--- config.mk ---
export PLATFORM = sky130hd
export DESIGN_NAME = scene_ctrl
export DESIGN_NICKNAME = d
export VERILOG_FILES = /design/src/rtl/scene_ctrl.sv
export SDC_FILE = /design/constraint.sdc
export NUM_CORES = 1
export LEC_CHECK = 0
export CAP_MARGIN = 10
export CORE_MARGIN = 2
export CORE_UTILIZATION = 35
export CTS_BUF_LIST = sky130_fd_sc_hd__clkbuf_4 sky130_fd_sc_hd__clkbuf_8
export DETAILED_ROUTE_END_ITERATION = 8
export DONT_BUFFER_PORTS = 1
export SLEW_MARGIN = 20
export SYNTH_ARGS = -nofsm -noshare
export SYNTH_HDL_FRONTEND = slang
export SYNTH_SLANG_ARGS = --single-unit
--- constraint.sdc ---
create_clock -name i_pclk -period 2.6 [get_ports i_pclk]
set_input_delay 0.52 -clock i_pclk [delete_from_list [all_inputs] [get_ports i_pclk]]
set_output_delay 0.52 -clock i_pclk [all_outputs]
set_load 0.03 [all_outputs]
--- src/rtl/scene_ctrl.sv ---
// Scene sequencer for the VGA path: owns the scene select, changes it only at frame
// start (optionally blanking whole frames), and pulses a reset into the entered scene.
module scene_ctrl #(
  parameter int unsigned FADE_FRAMES    = 2,
  parameter int unsigned ENDGAME_FRAMES = 180,
  parameter bit          VS_ACTIVE_LOW  = 1'b1
) (
  input  logic       i_pclk,
  input  logic       i_rst,
  input  logic       i_vs,
  input  logic       i_start,
  input  logic       i_help,
  input  logic       i_back,
  input  logic       i_game_over,
  input  logic       i_winner,
  output logic [1:0] o_sel,
  output logic       o_blank,
  output logic       o_scene_rst,
  output logic       o_winner
);

  localparam logic [1:0] SCENE_MENU    = 2'b00;
  localparam logic [1:0] SCENE_BATTLE  = 2'b01;
  localparam logic [1:0] SCENE_ENDGAME = 2'b10;
  localparam logic [1:0] SCENE_HOWTO   = 2'b11;
  localparam logic [7:0] FADE_N        = 8'(FADE_FRAMES);
  localparam logic [7:0] ENDGAME_N     = 8'(ENDGAME_FRAMES);
  localparam logic       VS_IDLE       = VS_ACTIVE_LOW;

  typedef enum logic {ST_IDLE, ST_BLANK} state_t;

  state_t     state_reg, state_next;
  logic       vs_prev_reg;
  logic       fs_reg, fs_next;
  logic       pend_reg, pend_next;
  logic [1:0] target_reg, target_next;
  logic [1:0] sel_reg, sel_next;
  logic       blank_reg, blank_next;
  logic       scene_rst_reg, scene_rst_next;
  logic       winner_reg, winner_next;
  logic [7:0] fade_cnt_reg, fade_cnt_next;
  logic [7:0] eg_cnt_reg, eg_cnt_next;

  logic       req;
  logic [1:0] req_target;
  logic       take_winner;

  // Frame start is registered, so it lags the vsync edge on i_vs by one cycle.
  assign fs_next = (i_vs != VS_IDLE) && (vs_prev_reg == VS_IDLE);

  // Which event (if any) is a legal scene change from the current scene.
  always_comb begin
    req         = 1'b0;
    req_target  = SCENE_MENU;
    take_winner = 1'b0;
    case (sel_reg)
      SCENE_MENU: begin
        if (i_start) begin
          req        = 1'b1;
          req_target = SCENE_BATTLE;
        end else if (i_help) begin
          req        = 1'b1;
          req_target = SCENE_HOWTO;
        end
      end
      SCENE_HOWTO: begin
        if (i_back) begin
          req        = 1'b1;
          req_target = SCENE_MENU;
        end
      end
      SCENE_BATTLE: begin
        if (i_game_over) begin
          req         = 1'b1;
          req_target  = SCENE_ENDGAME;
          take_winner = 1'b1;
        end
      end
      default: begin
        if (i_start) begin
          req        = 1'b1;
          req_target = SCENE_BATTLE;
        end else if (i_back) begin
          req        = 1'b1;
          req_target = SCENE_MENU;
        end else if ((ENDGAME_FRAMES != 0) && (eg_cnt_reg == ENDGAME_N)) begin
          req        = 1'b1;
          req_target = SCENE_MENU;
        end
      end
    endcase
  end

  always_comb begin
    state_next     = state_reg;
    pend_next      = pend_reg;
    target_next    = target_reg;
    sel_next       = sel_reg;
    blank_next     = blank_reg;
    scene_rst_next = 1'b0;
    winner_next    = winner_reg;
    fade_cnt_next  = fade_cnt_reg;
    eg_cnt_next    = eg_cnt_reg;
    case (state_reg)
      ST_IDLE: begin
        if (pend_reg) begin
          if (fs_reg) begin
            sel_next       = target_reg;
            scene_rst_next = 1'b1;
            pend_next      = 1'b0;
            if (target_reg == SCENE_ENDGAME) eg_cnt_next = 8'd0;
            if (FADE_FRAMES != 0) begin
              blank_next    = 1'b1;
              fade_cnt_next = FADE_N;
              state_next    = ST_BLANK;
            end
          end
        end else begin
          if (req) begin
            pend_next   = 1'b1;
            target_next = req_target;
            if (take_winner) winner_next = i_winner;
          end
          // Timeout counter saturates rather than wrapping when the timeout is disabled.
          if (fs_reg && (sel_reg == SCENE_ENDGAME) && (eg_cnt_reg != 8'hFF))
            eg_cnt_next = eg_cnt_reg + 8'd1;
        end
      end
      ST_BLANK: begin
        if (fs_reg) begin
          if (fade_cnt_reg <= 8'd1) begin
            fade_cnt_next = 8'd0;
            blank_next    = 1'b0;
            state_next    = ST_IDLE;
          end else begin
            fade_cnt_next = fade_cnt_reg - 8'd1;
          end
        end
      end
      default: state_next = ST_IDLE;
    endcase
  end

  always_ff @(posedge i_pclk) begin
    if (i_rst) begin
      state_reg     <= ST_IDLE;
      vs_prev_reg   <= VS_IDLE;
      fs_reg        <= 1'b0;
      pend_reg      <= 1'b0;
      target_reg    <= SCENE_MENU;
      sel_reg       <= SCENE_MENU;
      blank_reg     <= 1'b0;
      scene_rst_reg <= 1'b0;
      winner_reg    <= 1'b0;
      fade_cnt_reg  <= 8'd0;
      eg_cnt_reg    <= 8'd0;
    end else begin
      state_reg     <= state_next;
      vs_prev_reg   <= i_vs;
      fs_reg        <= fs_next;
      pend_reg      <= pend_next;
      target_reg    <= target_next;
      sel_reg       <= sel_next;
      blank_reg     <= blank_next;
      scene_rst_reg <= scene_rst_next;
      winner_reg    <= winner_next;
      fade_cnt_reg  <= fade_cnt_next;
      eg_cnt_reg    <= eg_cnt_next;
    end
  end

  assign o_sel       = sel_reg;
  assign o_blank     = blank_reg;
  assign o_scene_rst = scene_rst_reg;
  assign o_winner    = winner_reg;

endmodule
==> After elaboration in Yosys (flattened, before gate mapping) <==
Cells that the tools add are included.
{ "totals": {"reg_bits": 27, "elab_cells": 77, "output_inout_bits": 5} }
{ "op_classes": {"n_bitwise": 3, "n_reduce_logical": 12, "order_cmp": 1, "eq_ne": 12, "add_sub_neg": 2, "mux": 36} }
{ "op_table": {"columns": ["op", "count"], "rows": [
  ["$mux W8", 8],
  ["$mux W1", 20],
  ["$pmux W8 S2", 1],
  ["$reduce_and A4 Y1", 3],
  ["$reduce_and A3 Y1", 3],
  ["$add A8 B1 Y8 const B", 1],
  ["$eq A8 B8 Y1 const B", 1],
  ["$le A8 B1 Y1 const B", 1],
  ["$ne A8 B8 Y1 const B", 1],
  ["$sub A8 B1 Y8 const B", 1],
  ["$eq A2 B2 Y1 const B", 3],
  ["$mux W2", 3],
  ["$ne A2 B1 Y1 const B", 3],
  ["$ne A2 B2 Y1 const B", 3],
  ["$pmux W2 S3", 1],
  ["$pmux W1 S2", 2],
  ["$logic_and A1 B1 Y1", 3],
  ["$not A1 Y1", 3],
  ["$pmux W1 S3", 1],
  ["$eq A2 B1 Y1 const B", 1],
  ["$logic_not A2 Y1", 1],
  ["$reduce_bool A2 Y1", 1],
  ["$reduce_or A2 Y1", 1]
]} }

==> Longest topological paths before layout <==
{ "logic_depth": {"word_depth": 7, "depth_mapped": 7, "ltp_nobuf": 7} }

==> Worst setup path after synthesis <==
Ideal clock, no wire load.
{ "synth_timing": {"kind": "reg2reg", "startpoint": "reg sel_reg[0] (netlist: o_sel[0])", "endpoint": "reg target_reg[1]", "n_path_buf": 1, "setup_slack_ns": 0.834, "period_less_slack_ns": 1.766, "stages_incl_launch_ff": 7, "arrival_time_ns": 1.695, "setup_ns": 0.071, "cell_sequence": "dfxtp_1 -> buf_2 -> nor2_1 -> nor4_1 -> o211ai_1 -> or3_1 -> a21oi_1"} }
{ "synth_via": {"elab_chain_cells": 3} }
{ "synth_lines": {"columns": ["item", "line", "source"], "rows": [
  ["from (decl)", "37", "logic [1:0] sel_reg, sel_next;"],
  ["from (signal assigned)", "163", "sel_reg <= sel_next;"],
  ["$eq A2 B1 Y1, or another cell as far along", "56", "case (sel_reg)"],
  ["$pmux W1 S3", "56", null],
  ["$reduce_and A3 Y1 (no line)", null, null],
  ["to (signal assigned)", "162", "target_reg <= target_next;"],
  ["to (decl)", "36", "logic [1:0] target_reg, target_next;"]
]} }
Several ways; a longest one is shown, not always the timed one.
A chain may end at the register's enable or synchronous reset.

==> Worst setup path in the final report <==
{ "layout_timing": {"startpoint": "reg sel_reg[1] (netlist: o_sel[1])", "endpoint": "reg eg_cnt_reg[6]"} }
{ "layout_via": {"elab_chain_cells": 5} }
{ "layout_lines": {"columns": ["item", "line", "source"], "rows": [
  ["$eq A2 B2 Y1", "125", "if (fs_reg && (sel_reg == SCENE_ENDGAME) && (eg_cnt_reg != 8'hFF))"],
  ["$logic_and A1 B1 Y1 (2 in series)", "125", null],
  ["$reduce_bool A2 Y1 (no line)", null, null],
  ["$reduce_and A4 Y1 (no line)", null, null],
  ["to (signal assigned)", "168", "eg_cnt_reg <= eg_cnt_next;"],
  ["to (decl)", "42", "logic [7:0] eg_cnt_reg, eg_cnt_next;"]
]} }
No other way between the ends.

==> results.txt <==
----------------------------------------------------
[Logic synthesis]
  Synth warnings ... 0
  Mapped Nets ... around 160
  Number of enable-type register cells in the synthesized netlist ... 0
  Area share of the largest cell type after synthesis ... 0.419
  Synth Area per Inst ... 8.59 sq um
  Leading post-synthesis cells by cell area ... sky130_fd_sc_hd__dfxtp_1 (42%), sky130_fd_sc_hd__nor2_1 (6.1%), sky130_fd_sc_hd__a21oi_1 (4.7%)
  Largest area contributor in the synthesized netlist ... sky130_fd_sc_hd__dfxtp_1
  Ys async rst share ... 0
  Most instantiated flip-flop cell in the synthesis netlist ... sky130_fd_sc_hd__dfxtp_1
  Post-synthesis cell count ... 150
  Total of flip-flops plus latches after synthesis ... 27
  Sequential cell area fraction in the yosys report ... 0.419
  Mapped Area ... between 1000 and 1500 sq um
  Synth unique cells ... 36

[Power]
  Flop pwr share ... 0.593
  Combinational fraction of design power ... 0.089
  Worst vdd rail ir drop ... between 0.3 and 0.4 mV
  Clock share of power ... 0.318
  Total power per unit cell area ... roughly 550 nW/um^2
  Switch share ... 0.234
  Static power due to leakage ... just over 0.0005 uW
  Cell internal power dissipation ... between 500 and 600 uW
  Power dissipated by switching net loads ... 177 uW

[Critical path]
  CP Class ... reg -> reg
  Maximum single-stage delay on the critical path ... ~0.65 ns
  Top delay family on crit path ... flip-flops
  Endpoint of the most critical setup path ... eg_cnt_reg[6]$_SDFFE_PP0P_
  Beginning of the worst register-to-register path ... o_sel[1]$_SDFFE_PP0P_
  Largest fanout of any net on the critical path ... 13
  R2R setup slack ... roughly 0.6 ns
  Element type at the critical path end ... register
  Kind of start point of the critical path ... register
  Launch point of the critical path ... o_sel[1]$_SDFFE_PP0P_
  Crit path max-delay cell type ... sky130_fd_sc_hd__dfxtp_1
  Number of buffers and inverters on the critical path ... 1
  Cells traversed along the worst timing path ... inv_1, a2111oi_4, a21oi_2, or4_1, a21oi_1
  R2R cell count ... 5
  Required time worst endpoint ... approximately 2.8 ns
  Reg-to-reg endpoint ... eg_cnt_reg[6]$_SDFFE_PP0P_
  Data arrival time of the critical path ... between 2 and 2.5 ns
  Total number of cells along the worst setup path ... 5

[Timing]
  Setup repair after global routing missed its margin ... no
  Final-layout setup total negative slack ... 0 ns
  Slew Viols, Final ... 0
  Final hold violations ... 0
  Final Cycle Share ... 0.766
  Setup-violating endpoint count in the final report ... 0
  Fmax ... roughly 500 MHz
  Min cycle time layout ... between 1.5 and 2 ns
  Max-slew headroom at the worst pin ... 0.571
  Actual slew at the worst max-slew pin ... ~0.64 ns
  Worst setup skew after layout ... about 0.0038 ns

[Placement]
  Final weighted congestion of routability-driven global placement ... 0.786
  DP Wirelength ... 1.86 mm
  Placed inst area ... 1330 sq um
  Cells after DPL ... 195
  Port Buffers ... 0

[Status]
  Status ... completed

[Layout]
  Layout cell share with drive strength beyond 1 ... 0.0795
  Final net count ... about 160
  Area delta synth->final ... 7.18%
  Antenna diode instance count ... 0
  Fill cell instance count of the final layout ... a little under 400
  Number of standard cells in the layout, taps in and fillers out ... a little under 200
  Non-Filler Cell Area, Final ... 1380 sq um

[GRT]
  Met3 layer usage reported by global route ... 0.0434
  Most used routing layer in global routing ... met2
  Antenna violations before repair ... 0
  Via count of the first global-routing pass ... between 900 and 1,000
  Wire length of the first global-routing pass ... approximately 4.2 mm
  Met2 Usage GRT ... 0.225
  Largest net degree at the start of global routing ... 15
  M1 GR Usage ... 0.158
  Total grt overflow ... 0
  Total routing usage reported by global routing ... 0.128

[Die]
  Number of primary I/O pins ... 13
  Height of the chip ... between 60 and 70 um
  Core box area ... around 3600 sq um
  Die area ... roughly 4200 sq um
  Initial cell density of the core ... 0.357
  Horiz. Die Dim ... about 65 um
  Core Rows ... 22

[Drt]
  Drt first pass iters ... 4
  Starting DRC count in detailed routing ... 25
  Final routed wire length divided by cell count ... about 12 um
  Via density ... ~5.0
  Number of routed nets with antenna violations ... 0
  Drt total wl ... 2.40 mm
  Via count ... approximately 1,000
  DRC ... 0

[Clock tree]
  Clock sink count ... 27
  Clock insertion delay at the later pin of the skew report ... 0.26 ns
  Hold Buf Count CTS ... 0
  Number of buffers inserted to repair setup after CTS ... 0
  Number of buffers between clock root and the deepest sink ... 2
  Clock root buffer ... sky130_fd_sc_hd__clkbuf_8
  Post-CTS resize count ... 0
  CTS tree ... built
  Clock transition at the registers of the reported paths ... 0.09 ns
  H-Tree Level Count ... 1
  Cts bufs inserted ... 3

[Run]
  Number of violations of the max-capacitance limit ... 0

[Hold path]
  Min-Delay Path Class ... in -> reg

----------------------------------------------------
-- stage by stage --
| stage | setup WS, ns | total power (uW) | util | hold slack (ns) |
|---|---|---|---|---|
| global route | 0.457 | 800 | 0.383 | 0.295 |
| finish | 0.607 | 757 | 0.383 | 0.314 |
| CTS | 0.597 | 774 | 0.383 | 0.302 |
| detailed placement | 0.629 | 526 | 0.370 | 0.404 |
| floorplan | 0.834 | 513 | - | 0.392 |
| global placement | 0.702 | 525 | 0.370 | 0.410 |
-- per-layer routing --
| metal | share of wire | vias to the layer above |
|---|---|---|
| li1 | - | 517 |
| met1 | 0.43 | 466 |
| met2 | 0.52 | 16 |
| met3 | 0.042 | 2 |
| met4 | 0.0046 | 0 |
| met5 | 0 | - |
-- synthesized netlist by cell type, drive strengths merged, types with 4 or more instances --
cell type / number
dfxtp: 27
nor2: 21
a21oi: 13
nand2: 12
inv: 10
mux2i: 6
nand3: 6
o21ai: 6
or3: 6
ha: 4
xnor2: 4
-- worst reg2reg max path: stages, from the launching register on --
cell and delay [ns]:
sky130_fd_sc_hd__dfxtp_1 0.65, sky130_fd_sc_hd__inv_1 0.17, sky130_fd_sc_hd__a2111oi_4 0.25, sky130_fd_sc_hd__a21oi_2 0.20, sky130_fd_sc_hd__or4_1 0.50, sky130_fd_sc_hd__a21oi_1 0.16
-- power groups by stage --
stage / registers [uW] / logic, uW / clock network, uW
after detailed placement: 459 / 67.5 / 0
after global placement: 458 / 66.8 / 0
final: 449 / 67.3 / 241
after floorplan: 454 / 59.6 / 0
after global routing: 451 / 79.0 / 270
after CTS: 449 / 68.7 / 256
-- cells by family (layout without fill, tap and decap cells) --
| logic type | count (synthesis) | count (layout) | synth area share |
|---|---|---|---|
| muxes | 6 | 6 | 0.0466 |
| and+or+nand+nor | 66 | 66 | 0.266 |
| xor gates and xnor gates | 7 | 7 | 0.0476 |
| AOI/OAI and AO/OA | 26 | 26 | 0.134 |
| adders and majority gates | 4 | 4 | 0.0388 |
| buffers and inverters | 14 | 15 | 0.0476 |
| DFF | 27 | 27 | 0.419 |
-- placed cells by master, fill, tap and decap left out, types with 2 or more instances in the layout --
cell | synthesis | final
sky130_fd_sc_hd__or2_2 | 3 | 3
sky130_fd_sc_hd__clkbuf_8 | 0 | 3
sky130_fd_sc_hd__inv_1 | 10 | 10
sky130_fd_sc_hd__nor2_1 | 21 | 21
sky130_fd_sc_hd__xor2_1 | 3 | 3
sky130_fd_sc_hd__nand2_1 | 12 | 12
sky130_fd_sc_hd__nand3_1 | 6 | 6
sky130_fd_sc_hd__or4_1 | 3 | 3
sky130_fd_sc_hd__nand2b_1 | 3 | 3
sky130_fd_sc_hd__a21oi_1 | 12 | 12
sky130_fd_sc_hd__o21ai_0 | 5 | 5
sky130_fd_sc_hd__nor2b_1 | 2 | 2
sky130_fd_sc_hd__ha_1 | 4 | 4
sky130_fd_sc_hd__dfxtp_1 | 27 | 27
sky130_fd_sc_hd__nand4_1 | 2 | 2
sky130_fd_sc_hd__nor3_1 | 2 | 2
sky130_fd_sc_hd__mux2i_1 | 6 | 6
sky130_fd_sc_hd__xnor2_1 | 4 | 4
sky130_fd_sc_hd__or3_1 | 6 | 6
-- layout make-up --
class | count | area, sq um | share of cell area
sequential | 27 | 541 | 0.391
multi-input combinational | 109 | 687 | 0.497
clock buffer | 4 | 48.8 | 0.0353
timing repair buffer | 1 | 7.51 | 0.00543
inverter | 10 | 37.5 | 0.0272
tap | 48 | 60.1 | 0.0435
-- worst min-delay path by stage --
stage	cells past startpoint	start	end	slack, ns
3_3_place_gp	2	vs_prev_reg$_SDFF_PP1_	fs_reg$_SDFF_PP0_	0.41
6_report	1	i_rst	o_scene_rst$_SDFF_PP0_	0.31
2_1_floorplan	2	vs_prev_reg$_SDFF_PP1_	fs_reg$_SDFF_PP0_	0.39
3_5_place_dp	2	vs_prev_reg$_SDFF_PP1_	fs_reg$_SDFF_PP0_	0.40
5_1_grt	1	i_rst	state_reg$_SDFF_PP0_	0.29
4_1_cts	1	i_rst	state_reg$_SDFF_PP0_	0.30
No activity file was read; power rests on OpenSTA's default activity.
